`src/rtl/key_sequencer_pkg.sv`:
```
// key_sequencer_pkg
// Shared definitions for the key-matrix write sequencer: injector FSM state
// encodings, PS/2 protocol byte constants and the Pause skip length.
package key_sequencer_pkg;

  // Injector FSM
  //   state    | meaning
  //   ST_IDLE  | waiting for injStrb, injBusy low
  //   ST_PRESS | press blocked by a live event, retry next cycle
  //   ST_HOLD  | key held, timer counts toward HOLD
  //   ST_REL   | release blocked by a live event, retry next cycle
  //   ST_GAP   | key released, timer counts toward GAP
  typedef enum logic [2:0] {
    ST_IDLE  = 3'd0,
    ST_PRESS = 3'd1,
    ST_HOLD  = 3'd2,
    ST_REL   = 3'd3,
    ST_GAP   = 3'd4
  } inj_state_t;

  localparam logic [7:0] PS2_EXT    = 8'hE0;
  localparam logic [7:0] PS2_BRK    = 8'hF0;
  localparam logic [7:0] PS2_PAUSE  = 8'hE1;
  localparam logic [7:0] PS2_BAT    = 8'hAA;
  localparam logic [7:0] PS2_ACK    = 8'hFA;
  localparam logic [7:0] PS2_RESEND = 8'hFE;

  // Bytes following 0xE1 that belong to the Pause make/break sequence.
  localparam logic [2:0] PAUSE_SKIP = 3'd7;

  // Controller chatter that never reaches the matrix and leaves prefix state alone.
  function automatic logic is_chatter(input logic [7:0] b);
    return (b == 8'h00) || (b == PS2_BAT) || (b == PS2_ACK) ||
           (b == PS2_RESEND) || (b == 8'hFF);
  endfunction

endpackage

```
`src/rtl/key_sequencer_decoder.sv`:
```
// scancode_decoder
// Turns the raw PS/2 byte stream into live key events. Strips 0xE0/0xF0
// prefixes, swallows the 8-byte Pause sequence and controller chatter.
// The live event is combinational from the incoming byte; the caller
// registers it.
//   clock      in   system clock
//   reset      in   synchronous active-high reset
//   byte_strb  in   one-cycle pulse, byte_data valid
//   byte_data  in   received PS/2 byte
//   live_valid out  a key event is present this cycle
//   live_make  out  0 = pressed, 1 = released
//   live_code  out  scancode with prefixes stripped
module scancode_decoder
  import key_sequencer_pkg::*;
(
  input  logic       clock,
  input  logic       reset,
  input  logic       byte_strb,
  input  logic [7:0] byte_data,
  output logic       live_valid,
  output logic       live_make,
  output logic [7:0] live_code
);

  // The E0 prefix needs no stored state: extended codes reach the matrix as
  // their base codes, so the prefix byte is simply consumed.
  logic       brk;
  logic [2:0] skip_cnt;
  logic       skipping;
  logic       is_prefix;

  assign skipping  = (skip_cnt != 3'd0);
  assign is_prefix = (byte_data == PS2_EXT) || (byte_data == PS2_BRK) ||
                     (byte_data == PS2_PAUSE);

  always_comb begin
    live_valid = byte_strb && !skipping && !is_prefix && !is_chatter(byte_data);
    live_make  = brk;
    live_code  = byte_data;
  end

  always_ff @(posedge clock) begin
    if (reset) begin
      brk      <= 1'b0;
      skip_cnt <= 3'd0;
    end else if (byte_strb) begin
      if (skipping) begin
        skip_cnt <= skip_cnt - 3'd1;
        if (skip_cnt == 3'd1) brk <= 1'b0;
      end else if (byte_data == PS2_PAUSE) begin
        skip_cnt <= PAUSE_SKIP;
      end else if (byte_data == PS2_BRK) begin
        brk <= 1'b1;
      end else if (byte_data == PS2_EXT) begin
        brk <= brk;
      end else if (!is_chatter(byte_data)) begin
        brk <= 1'b0;
      end
    end
  end

endmodule

```
`src/rtl/key_sequencer.sv`:
```
// key_sequencer
// Sole writer of the key-matrix latch. Merges live decoded PS/2 events with
// an auto-type injector that taps a code (press, hold, release, gap). Live
// events always own the output register; a blocked injector emission slips
// one cycle and the rest of its schedule slides with it.
//   clock    in   system clock
//   reset    in   synchronous active-high reset
//   rxStrb   in   one-cycle pulse, rxData valid
//   rxData   in   received PS/2 byte
//   injStrb  in   request to tap injCode, honoured only while injBusy=0
//   injCode  in   scancode to inject
//   injBusy  out  injector not idle
//   strb     out  one-cycle matrix write pulse
//   make     out  0 = pressed, 1 = released
//   code     out  scancode to write
module key_sequencer
  import key_sequencer_pkg::*;
#(
  parameter logic [23:0] HOLD = 24'd1000000,
  parameter logic [23:0] GAP  = 24'd1000000
) (
  input  logic       clock,
  input  logic       reset,
  input  logic       rxStrb,
  input  logic [7:0] rxData,
  input  logic       injStrb,
  input  logic [7:0] injCode,
  output logic       injBusy,
  output logic       strb,
  output logic       make,
  output logic [7:0] code
);

  localparam logic [23:0] HOLD_LAST = HOLD - 24'd1;
  localparam logic [23:0] GAP_LAST  = GAP - 24'd1;

  logic       live_valid;
  logic       live_make;
  logic [7:0] live_code;

  inj_state_t  state;
  logic [23:0] timer;
  logic [7:0]  inj_code;

  scancode_decoder u_decoder (
    .clock      (clock),
    .reset      (reset),
    .byte_strb  (rxStrb),
    .byte_data  (rxData),
    .live_valid (live_valid),
    .live_make  (live_make),
    .live_code  (live_code)
  );

  always_ff @(posedge clock) begin
    if (reset) begin
      state    <= ST_IDLE;
      timer    <= 24'd0;
      inj_code <= 8'h00;
      injBusy  <= 1'b0;
      strb     <= 1'b0;
      make     <= 1'b1;
      code     <= 8'h00;
    end else begin
      strb <= 1'b0;
      if (live_valid) begin
        strb <= 1'b1;
        make <= live_make;
        code <= live_code;
      end

      // Every injector emission below is gated on !live_valid, so it never
      // competes with the live write above.
      case (state)
        ST_IDLE: begin
          if (injStrb) begin
            inj_code <= injCode;
            injBusy  <= 1'b1;
            timer    <= 24'd0;
            if (!live_valid) begin
              strb  <= 1'b1;
              make  <= 1'b0;
              code  <= injCode;
              state <= ST_HOLD;
            end else begin
              state <= ST_PRESS;
            end
          end
        end
        ST_PRESS: begin
          if (!live_valid) begin
            strb  <= 1'b1;
            make  <= 1'b0;
            code  <= inj_code;
            timer <= 24'd0;
            state <= ST_HOLD;
          end
        end
        ST_HOLD: begin
          // The release is emitted on the last HOLD cycle so that it lands
          // exactly HOLD cycles after the press; REL only covers the slip.
          if (timer == HOLD_LAST) begin
            timer <= 24'd0;
            if (!live_valid) begin
              strb  <= 1'b1;
              make  <= 1'b1;
              code  <= inj_code;
              state <= ST_GAP;
            end else begin
              state <= ST_REL;
            end
          end else begin
            timer <= timer + 24'd1;
          end
        end
        ST_REL: begin
          if (!live_valid) begin
            strb  <= 1'b1;
            make  <= 1'b1;
            code  <= inj_code;
            timer <= 24'd0;
            state <= ST_GAP;
          end
        end
        ST_GAP: begin
          if (timer == GAP_LAST) begin
            timer   <= 24'd0;
            injBusy <= 1'b0;
            state   <= ST_IDLE;
          end else begin
            timer <= timer + 24'd1;
          end
        end
        default: begin
          timer   <= 24'd0;
          injBusy <= 1'b0;
          state   <= ST_IDLE;
        end
      endcase
    end
  end

endmodule

```
`config.mk`:
```
export PLATFORM = sky130hd
export DESIGN_NAME = key_sequencer
export DESIGN_NICKNAME = d
export VERILOG_FILES = /design/src/rtl/key_sequencer_pkg.sv /design/src/rtl/key_sequencer_decoder.sv /design/src/rtl/key_sequencer.sv
export SDC_FILE = /design/constraint.sdc
export NUM_CORES = 1
export LEC_CHECK = 0
export BUFFER_PORTS_ARGS = -buffer_cell sky130_fd_sc_hd__buf_4
export CAP_MARGIN = 20
export CELL_PAD_IN_SITES_DETAIL_PLACEMENT = 0
export CELL_PAD_IN_SITES_GLOBAL_PLACEMENT = 1
export CORE_MARGIN = 3
export CORE_UTILIZATION = 43
export CTS_BUF_LIST = sky130_fd_sc_hd__clkbuf_8 sky130_fd_sc_hd__clkbuf_16
export DETAILED_ROUTE_END_ITERATION = 8
export GPL_ROUTABILITY_DRIVEN = 0
export PLACE_DENSITY = 0.77
export SLEW_MARGIN = 10
export SYNTH_ARGS = -nofsm -noshare
export SYNTH_HDL_FRONTEND = slang
export SYNTH_SLANG_ARGS = --single-unit
```
`constraint.sdc`:
```
create_clock -name clock -period 3.5 [get_ports clock]
set_input_delay 1.05 -clock clock [delete_from_list [all_inputs] [get_ports clock]]
set_output_delay 1.05 -clock clock [all_outputs]
set_load 0.02 [all_outputs]
```
After elaboration in Yosys (flattened, before gate mapping) --
Index checks and enable logic that the tools add are counted.
Cells by class: add/subtract/negate cells 2, equal/unequal tests 23, muxes and demuxes 40, bitwise logic cells 1, reduce and logical (&&, ||, !) cells 25
Operators by type and width (number):
- $mux W24 | 3
- $pmux W24 S3 | 1
- $eq A8 B8 Y1 const B | 7
- $mux W8 | 5
- $add A24 B1 Y24 const B | 1
- $eq A24 B20 Y1 const B | 1
- $mux W3 | 8
- $pmux W8 S3 | 1
- $mux W1 | 17
- $pmux W3 S5 | 1
- $ne A2 B2 Y1 const B | 7
- $reduce_and A5 Y1 | 2
- $logic_not A8 Y1 | 1
- $eq A3 B1 Y1 const B | 2
- $eq A3 B2 Y1 const B | 2
- $logic_or A1 B1 Y1 | 6
- $ne A3 B2 Y1 const B | 2
- $pmux W1 S3 | 2
- $reduce_and A2 Y1 | 3
- $pmux W1 S4 | 1
- $reduce_or A2 Y1 | 2
- $eq A3 B3 Y1 const B | 1
- $logic_and A1 B1 Y1 | 3
- $logic_not A1 Y1 | 3
- 9 further kinds | 9
Storage, ports and cells: register bits 50, bits of input ports 20, output and inout port bits 11, logic and storage cells 100

Depth between registers and ports, before layout --
Gate-level depths: netlist of the first run.
depth after elaboration 11, depth in mapped cells 9, depth with buffers taken out 8

By module --
From an unflattened synthesis of the first run, not the netlist that was laid out.
Unflattened totals: cell total of the unflattened synthesis 358, area total of the unflattened synthesis 2781.4 sq um
Modules (own cells, without submodules):
- key_sequencer | times used 1, cells each 308, area each 2366.0 sq um, seq. area each 920.9 sq um
- scancode_decoder | times used 1, cells each 50, area each 415.4 sq um, seq. area each 80.1 sq um

Least setup slack after synthesis of the first run --
Ideal clock, no wire load.
kind input to register, start point input rxData[5], end point register timer[10], library setup time 70 ps, arrival time 2816 ps, data required time 3430 ps, slack 614 ps, cell stages on the path 6, buffers on the path 0, cells stage by stage or3_1 > a2111oi_4 > o31ai_1 > and2_1 > or4b_1 > a21oi_1
Between the ends: longest elaborated chain between the ends 9, elaborated cells between the ends (all ways) 20, classes of those cells eq/ne: 8; reduce/logical: 12
Ends and longest elaborated chain:
- start, declared | line key_sequencer.sv:25 | input logic [7:0] rxData,
- $eq A8 B8 Y1 / $logic_not A8 Y1 (equally long branches) | line key_sequencer_pkg.sv:33 | return (b == 8'h00) || (b == PS2_BAT) || (b == PS2_ACK) ||
- $logic_or A1 B1 Y1 (3 in series) | line key_sequencer_pkg.sv:33
- $logic_or A1 B1 Y1 | line key_sequencer_pkg.sv:34 | (b == PS2_RESEND) || (b == 8'hFF);
- $logic_not A1 Y1 | line key_sequencer_decoder.sv:37 | live_valid = byte_strb && !skipping && !is_prefix && !is_chatter(byte_data);
- $logic_and A1 B1 Y1 (*) | line key_sequencer_decoder.sv:37
- $ne A2 B2 Y1 (no source line) (*)
- $reduce_and A2 Y1 (no source line) (*)
- end signal, assigned | line key_sequencer.sv:113 | timer <= timer + 24'd1;
- end signal, assigned | line key_sequencer.sv:131 | timer <= timer + 24'd1;
- end, declared | line key_sequencer.sv:42 | logic [23:0] timer;
Every way passes the cells marked *; elsewhere a longest branch is shown, timed or not. A chain may end at the register's enable or synchronous reset.

Worst setup path in the final report of the first run --
Ends and elaborated chain as after synthesis.

==> flow_summary.json, run 1 <==
{
  "synth_nets": 338,
  "first_pass_iters": 4,
  "ys_seq_elements": 50,
  "area_growth_pct": 17.0,
  "ir_worst_vdd_v": 0.000247,
  "p_leak_uw": 0.00101,
  "fillCellCount": 578,
  "portBuffers": 30,
  "post_cts.repair.setup_buffers": 0,
  "outcome": "finished, final reports clean",
  "num_io_pins": 31,
  "maxSlewViolCount": 0,
  "htree_num_levels": 2,
  "overflow": 0,
  "relSlewSlack": 0.459,
  "worst_ep_required_time_ns": 3.75,
  "cts_root_buffer": "clkbuf_8",
  "placeableCoreArea_mm2": 0.00561,
  "finClkSkew_ns": 0.0129,
  "path_max_fanout": 7,
  "hpwl_um": 4750,
  "finalCritPeriodShare": 0.824,
  "startpoint_type": "input port",
  "crit_path_end_kind": "register",
  "grt_pass1_wl_um": 11200,
  "die_x_um": 83.0,
  "rsz0062_at_grt": "no",
  "max_freq_mhz": 347,
  "clock_path_buffers": 2,
  "cts_tree": "yes",
  "die_h_um": 83.0,
  "drtIter0Drc": 155,
  "netlist_instances": 314,
  "hold_buffers": 0,
  "ys_seq_area_frac": 0.392,
  "clkTransAtPathRegs_ns": 0.10,
  "grt_pass1_vias": 2249,
  "powerDensity_mw_per_mm2": 571,
  "cts_buffers": 5,
  "worst_pin_slew_ns": 0.805,
  "setup_tns_ns": 0,
  "hold_class": "register to register",
  "die-area_mm2": 0.00689,
  "diodes": 0,
  "min_period_ns": 2.89,
  "cts.sinks": 50,
  "layout_commonest_cell": "dfxtp_1",
  "antenna_found_initial": 0,
  "synth_warnings": 0,
  "finalSetupViolCount": 0,
  "num-nets-final": 369,
  "drv_cap": 0,
  "post_cts_resized": 0,
  "layout_common_cells": "dfxtp_1, nor2_1, buf_4, nand2_1, a21oi_1",
  "num_vias": 2447,
  "synthDistinctLibCells": 44,
  "grt_start_max_net_pins": 27,
  "finalHoldViolCount": 0,
  "clk_latency_ns": 0.32,
  "wire_per_inst_um": 15.8,
  "postPlaceCellArea_mm2": 0.00288,
  "grt.total_usage": 0.194,
  "synth_area_mm2": 0.00255,
  "avgSynthCellArea_um2": 8.12,
  "initial_core_util": 0.455,
  "drc": 0,
  "design_area_mm2": 0.00298,
  "arrival_ns": 3.14,
  "ant_nets": 0,
  "vias_per_cell": 5.85,
  "path_class": "input port to register",
  "drive_gt1_frac": 0.153,
  "wl_um": 6590,
  "fp-row-count": 27
}
-- sequential cells by signal (all words and copies together) (netlist names) --
register	count
injBusy	1
inj_code	8
code	8
u_decoder.skip_cnt	3
strb	1
state	3
make	1
u_decoder.live_make	1
timer	24
-- worst max-delay path, cell delays in order --
cell       delay (ns)
buf_4            0.13
or3_1            0.41
a2111oi_4        0.43
o31ai_1          0.27
and2_1           0.21
or4b_1           0.47
a21oi_1          0.17
-- metal layers --
layer / GRT usage / vias to the layer above / part of all wire
met2: 0.287 / 56 / 0.43
met3: 0.0437 / 8 / 0.050
li1: - / 1217 / -
met1: 0.282 / 1166 / 0.51
met5: 0 / - / 0
met4: 0.0565 / 0 / 0.013
-- area by class of cell --
cell class | count | area (um^2) | area share
Clock buffer | 5 | 68.8 | 0.0231
Clock inverter | 3 | 40.0 | 0.0134
Inverter | 5 | 18.8 | 0.00629
Multi-Input combinational cell | 244 | 1470 | 0.494
Sequential cell | 50 | 1000 | 0.335
Tap cell | 72 | 90.1 | 0.0302
Timing Repair Buffer | 39 | 293 | 0.0981
-- cells by family (layout without fill, tap and decap cells) --
family                   count (synthesis)  count (layout)  synth area share
XOR/XNOR                                21              21            0.0721
AO/OA/AOI/OAI                           70              70             0.194
adder cells (fa/ha/maj)                  4               4            0.0196
AND/OR/NAND/NOR                        149             149             0.292
buffers and inverters                   20              52            0.0304
flip-flops                              50              50             0.392
-- final timing paths --
path	startpoint	to	slack (ns)	depth (start not counted)
max reg2reg	timer[0]	code[3]	1.05	8
min	inj_code[5]	inj_code[5]	0.46	2
max	rxData[5]	timer[10]	0.61	7
min reg2reg	inj_code[5]	inj_code[5]	0.46	2
-- synth_stat cells, drive strengths merged --
cell	n	area, um^2
o21ai	9	45.0
a22oi	7	52.6
nor2	44	165
o2111ai	1	8.76
ha	4	50.1
a222oi	1	10.0
inv	5	18.8
o311ai	2	17.5
dfxtp	50	1000
xor2	1	8.76
a31o	2	17.5
a21oi	23	115
and4	2	17.5
clkbuf	13	48.8
nor3	8	40.0
nor3b	2	15.0
nand3b	2	15.0
a311oi	8	70.1
a41oi	1	8.76
and3	8	50.1
or3	7	48.8
o21bai	1	7.51
o31ai	3	27.5
a2111oi	2	37.5
nand3	12	60.1
or4b	1	10.0
or4	2	15.0
buf	2	10.0
nor4b	2	17.5
a21boi	2	15.0
nand2	34	128
nand2b	3	18.8
nand4	9	56.3
a211oi	3	22.5
a31oi	2	12.5
nor4	9	62.6
xnor2	20	175
and2	4	25.0
a32oi	3	26.3
-- metrics by stage --
step                      worst slack (ns)  utilization  instances  total power [uW]  hold slack (ns)
final                                0.614        0.532        418              1700            0.460
after CTS                            0.645        0.532        418              1720            0.460
after floorplan                      0.614            -        314              1080            0.433
after detailed placement             0.311        0.513        410              1300            0.446
after global placement               0.353        0.513        410              1300            0.442
after global routing                 0.514        0.532        418              1810            0.477
-- power breakdown --
| part | switching (uW) | leakage, uW | internal [uW] | total (uW) |
|---|---|---|---|---|
| Sequential | 61.2 | 0.000408 | 648 | 709 |
| Clock | 207 | 0.0000579 | 211 | 418 |
| Combinational | 351 | 0.000545 | 224 | 576 |
| Total | 619 | 0.00101 | 1080 | 1700 |
Note: power is estimated with default switching activity, not from simulation.
==> inputs of run 2 (changes only) <==
--- a/config.mk
+++ b/config.mk
@@ -10,11 +10,11 @@
 export CELL_PAD_IN_SITES_DETAIL_PLACEMENT = 0
 export CELL_PAD_IN_SITES_GLOBAL_PLACEMENT = 1
 export CORE_MARGIN = 3
-export CORE_UTILIZATION = 43
+export CORE_UTILIZATION = 39
 export CTS_BUF_LIST = sky130_fd_sc_hd__clkbuf_8 sky130_fd_sc_hd__clkbuf_16
 export DETAILED_ROUTE_END_ITERATION = 8
 export GPL_ROUTABILITY_DRIVEN = 0
-export PLACE_DENSITY = 0.77
+export PLACE_DENSITY = 0.74
 export SLEW_MARGIN = 10
 export SYNTH_ARGS = -nofsm -noshare
 export SYNTH_HDL_FRONTEND = slang
==> constraint.sdc (replaced) <==
create_clock -name clock -period 2.5 [get_ports clock]
set_input_delay 0.75 -clock clock [delete_from_list [all_inputs] [get_ports clock]]
set_output_delay 0.75 -clock clock [all_outputs]
set_load 0.02 [all_outputs]
==> run 2 against run 1 <==
Compared with the run above: clock power is 5.0% higher; wire length is 0.49% higher; clock skew is 0.0042 ns lower; sequential power is 39% higher; via count is 1.4% lower; cell area is 5.9% higher; die area is 9.5% higher; hold slack worse by 0.0017 ns; register-to-register slack worse by 0.78 ns; clock-buffer cell count stayed put; global-route usage is 1.2 points lower; flip-flop and latch count stayed put; critical path type unchanged.
==> flow_summary.json, run 2 (synthesis gave the netlist of run 1 again) <==
{
  "outcome": "finished, final reports clean",
  "cts_tree": "yes",
  "wire_per_inst_um": 15.1,
  "layout_common_cells": "buf_4, dfxtp_1, nor2_1, nand2_1, a21oi_1",
  "cts_root_buffer": "clkbuf_8",
  "place_ws_ns": -0.265,
  "drv_cap": 0,
  "area_growth_pct": 23.9,
  "htree_num_levels": 2,
  "holdWs_ns": 0.459,
  "path_max_fanout": 4,
  "grt_pass1_vias": 2260,
  "ant_nets": 0,
  "worst_pin_slew_ns": 0.584,
  "layout_commonest_cell": "buf_4",
  "first_pass_iters": 5,
  "critPathMaxStageDelay_ns": 0.46,
  "placeableCoreArea_mm2": 0.00613,
  "die-area_mm2": 0.00755,
  "cp_slowest_cell": "or4b_1",
  "num_io_pins": 31,
  "finalCritPeriodShare": 0.974,
  "drc": 0,
  "timing.final.ws_setup_ns": 0.0652,
  "powerDensity_mw_per_mm2": 743,
  "rsz0062_at_grt": "no",
  "fp-row-count": 28,
  "cts.sinks": 50,
  "maxSlewViolCount": 0,
  "finClkSkew_ns": 0.00870,
  "initial_core_util": 0.416,
  "post_cts.repair.setup_buffers": 0,
  "crit_path_end_kind": "register",
  "post_cts_resized": 0,
  "startpoint_type": "input port",
  "arrival_ns": 2.67,
  "path_cells": "buf_4, or3_4, buf_4, o31ai_2, a32oi_1, and2_1, or4b_1, a21oi_1",
  "min_period_ns": 2.43,
  "max_freq_mhz": 411,
  "hpwl_um": 4760,
  "vias_per_cell": 5.51,
  "postPlaceCellArea_mm2": 0.00308,
  "antenna_found_initial": 0,
  "top_regs": "timer x24, code x8, inj_code x8",
  "finalHoldViolCount": 0,
  "portBuffers": 30,
  "clkTransAtPathRegs_ns": 0.09,
  "clock_path_buffers": 2,
  "overflow": 0,
  "p_leak_uw": 0.00110,
  "die_h_um": 86.9,
  "critPathMostFrequentCell": "buf_4",
  "largest_reg_flops": 24,
  "drive_gt1_frac": 0.204,
  "worst_ep_required_time_ns": 2.74,
  "fillCellCount": 608,
  "finalSetupViolCount": 0,
  "dp_cells": 431,
  "rrSetupSlack_ns": 0.27,
  "top_register": "timer",
  "instances_no_fill": 438,
  "grt_pass1_wl_um": 11000,
  "relSlewSlack": 0.610,
  "ir_worst_vdd_v": 0.000477,
  "design_area_mm2": 0.00316,
  "grt.total_usage": 0.182,
  "path_class": "input port to register",
  "clk_latency_ns": 0.30,
  "diodes": 0,
  "num-nets-final": 387,
  "hold_buffers": 0,
  "die_x_um": 86.9,
  "wl_um": 6620,
  "num_vias": 2413,
  "drtIter0Drc": 95,
  "setup_tns_ns": 0,
  "grt_start_max_net_pins": 27,
  "cts_buffers": 5,
  "hold_class": "register to register"
}
-- run 2: final cells by class --
class | count | area [um^2] | share of cell area
timing repair buffer | 57 | 465 | 0.147
tap | 75 | 93.8 | 0.0297
clock inverter | 2 | 7.51 | 0.00238
clock buffer | 5 | 68.8 | 0.0218
multi-input combinational | 244 | 1510 | 0.476
sequential | 50 | 1000 | 0.317
inverter | 5 | 18.8 | 0.00594
-- run 2: worst paths after layout --
check                           depth (start not counted)        start           to
worst min-delay path                                    2  inj_code[1]  inj_code[1]
worst min register to register                          2  inj_code[1]  inj_code[1]
worst max-delay path                                    8    rxData[1]    timer[10]
worst max register to register                          8     timer[0]    timer[10]
-- run 2: critical path, delay by kind of cell --
kind / cells / cell delay, ns
buf+inv: 2 / 0.27
simple gates: 3 / 1.09
compound gates: 3 / 0.56
-- run 2: per-stage QoR --
stage                     total power (uW)  utilization
final                                 2350        0.516
after global routing                  2510        0.516
after CTS                             2370        0.514
after detailed placement              1930        0.502
after global placement                1920        0.502
after floorplan                       1530            -
-- run 2: routing by layer --
layer  up-vias  GRT usage  wire length (um)
li1       1241          -                 -
met1      1118      0.275              3320
met2        46      0.265              2870
met3         8     0.0284               354
met4         0     0.0552                70
met5         -          0                 0
-- run 2: report_power, final --
part           total [uW]  switching, uW  internal, uW
sequential            984           76.7           907
combinational         925            522           403
clock                 439            254           185
==> inputs of run 3 (changes only) <==
--- a/config.mk
+++ b/config.mk
@@ -14,7 +14,7 @@
 export CTS_BUF_LIST = sky130_fd_sc_hd__clkbuf_8 sky130_fd_sc_hd__clkbuf_16
 export DETAILED_ROUTE_END_ITERATION = 8
 export GPL_ROUTABILITY_DRIVEN = 0
-export PLACE_DENSITY = 0.74
+export PLACE_DENSITY_LB_ADDON = 0.1
 export SLEW_MARGIN = 10
 export SYNTH_ARGS = -nofsm -noshare
 export SYNTH_HDL_FRONTEND = slang
==> run 3 against run 2 <==
Compared with the run above: combinational power is 10% higher; non-clock buffer count is 21 higher; hold slack hardly changed; first-iteration DRC count is 1.1% higher; die area stayed put; sequential share of layout area is 2.2 points lower; largest cell class unchanged.
==> flow_summary.json, run 3 (synthesis gave the netlist of run 1 again) <==
{
  "p_sw_frac": 0.330,
  "antenna_found_initial": 0,
  "finClkSkew_ns": 0.00461,
  "hpwl_um": 5100,
  "largest_reg_flops": 24,
  "cts_tree": "yes",
  "top_register": "timer",
  "crit_family": "simple AND/OR/NAND/NOR gates",
  "reg2reg_depth": 10,
  "cts_root_buffer": "clkbuf_8",
  "max_freq_mhz": 404,
  "wire_per_inst_um": 14.9,
  "die_h_um": 86.9,
  "grt_pass1_wl_um": 11500,
  "met1_usage": 0.238,
  "area_growth_pct": 33.3,
  "clkTransAtPathRegs_ns": 0.09,
  "wl_um": 6850,
  "worst_pin_slew_ns": 0.745,
  "arrival_ns": 2.71,
  "outcome": "finished, final reports clean",
  "top_usage_layer": "met2",
  "num_io_pins": 31,
  "cp_num_buf_inv": 2,
  "min_period_ns": 2.47,
  "drc": 0,
  "drtIter0Drc": 96,
  "setup_tns_ns": 0,
  "die_x_um": 86.9,
  "die-area_mm2": 0.00755,
  "powerDensity_mw_per_mm2": 791,
  "vias_per_cell": 5.48,
  "hold_start": "inj_code[1]",
  "seq_power_share": 0.361,
  "finalCritPeriodShare": 0.990,
  "critPathMaxStageDelay_ns": 0.48,
  "placeableCoreArea_mm2": 0.00613,
  "num-nets-final": 408,
  "cts.sinks": 50,
  "hold_depth": 2,
  "drive_gt1_frac": 0.268,
  "grt_use_met3": 0.0360,
  "timing.final.ws_setup_ns": 0.0253,
  "p_sw_uw": 889,
  "layout_common_cells": "buf_4, dfxtp_1, nor2_1, nand2_1, a21oi_1",
  "rrSetupSlack_ns": 0.18,
  "finalSetupViolCount": 0,
  "path_cells": "buf_4, or3_4, a2111oi_4, buf_4, o31ai_4, and2_4, or4b_4, a21oi_2",
  "drv_cap": 0,
  "combPwrFrac": 0.380,
  "fp-row-count": 28,
  "grt.total_usage": 0.189,
  "path_class": "input port to register",
  "clk_latency_ns": 0.30,
  "fillCellCount": 597,
  "startpoint_type": "input port",
  "crit_path_end_kind": "register",
  "clock_path_buffers": 2,
  "cts_buffers": 5,
  "finalHoldViolCount": 0,
  "ant_nets": 0,
  "relSlewSlack": 0.499,
  "hold_class": "register to register",
  "critPathMostFrequentCell": "buf_4",
  "worst_ep_required_time_ns": 2.74,
  "grt_pass1_vias": 2443,
  "rsz0062_at_grt": "yes",
  "p_leak_uw": 0.00124,
  "path_max_fanout": 5,
  "place_ws_ns": -0.287,
  "r2r-end": "timer[0]",
  "rr_startpoint": "u_decoder.skip_cnt[0]",
  "maxSlewViolCount": 0,
  "layout_commonest_cell": "buf_4",
  "cp_slowest_cell": "or4b_4",
  "power.internal_uw": 1800,
  "overflow": 0,
  "diodes": 0,
  "first_pass_iters": 4,
  "power_uw": 2690,
  "portBuffers": 30,
  "initial_core_util": 0.416,
  "hold_path_end": "inj_code[1]",
  "p_clk_frac": 0.259,
  "ir_worst_vdd_v": 0.000421,
  "fin_util": 0.555,
  "htree_num_levels": 2,
  "grt_start_max_net_pins": 27,
  "top_regs": "timer x24, code x8, inj_code x8",
  "num_vias": 2522,
  "grt_use_met2": 0.332
}
run 3: worst reg2reg max path: cells and delay by family, from the launching register on:
kind	cells	cell delay, ns
adders and majority gates	1	0.17
DFF	1	0.32
xor gates and xnor gates	1	0.16
AOI/OAI and AO/OA	1	0.22
and+or+nand+nor	4	0.88
buffers and inverters	3	0.47
run 3: what timing repair did:
item / 4_1_cts / 5_1_grt
resized for setup: 0 / 7
hold buffers: 0 / 0
setup buffers: 0 / 0
hold endpoints to repair: 0 / 0
setup endpoints to repair: 0 / 9
run 3: worst max-delay path by stage:
| stage | from | endpoint | slack (ns) | cells past startpoint |
|---|---|---|---|---|
| after CTS | rxData[5] | timer[10] | 0.02 | 8 |
| after detailed placement | rxData[5] | timer[10] | -0.29 | 8 |
| after global routing | rxData[1] | timer[2] | -0.05 | 10 |
| after global placement | rxData[0] | timer[2] | -0.29 | 9 |
| final | rxData[7] | timer[10] | 0.03 | 8 |
| after floorplan | rxData[1] | timer[10] | -0.03 | 6 |
run 3: layer usage:
metal / routed length, um / vias up
li1: - / 1289
met1: 3130 / 1189
met2: 3440 / 40
met3: 247 / 4
met4: 33 / 0
met5: 0 / -
run 3: power groups by stage:
| stage | Clock (uW) | Sequential [uW] | Combinational, uW |
|---|---|---|---|
| final | 697 | 973 | 1020 |
| after global routing | 760 | 989 | 1130 |
| after CTS | 713 | 973 | 1020 |
| after detailed placement | 0 | 989 | 1020 |
| after global placement | 0 | 990 | 1000 |
| after floorplan | 0 | 1050 | 476 |
run 3: layout make-up:
cell class              instances  area [um^2]  area share
well taps                      75         93.8      0.0276
inverters                       5         18.8     0.00552
clock buffers                   6         82.6      0.0243
clock inverters                 2         60.1      0.0177
multi-input cells             244         1540       0.451
flip-flops and latches         50         1000       0.294
repair buffers                 78          611       0.179
run 3: through the flow:
| stage | hold slack [ns] | instance area [um^2] | instances |
|---|---|---|---|
| finish | 0.459 | 3400 | 460 |
| global route | 0.474 | 3400 | 460 |
| CTS | 0.459 | 3370 | 460 |
| detailed placement | 0.446 | 3220 | 452 |
| global placement | 0.441 | 3220 | 451 |
| floorplan | 0.433 | 2580 | 314 |
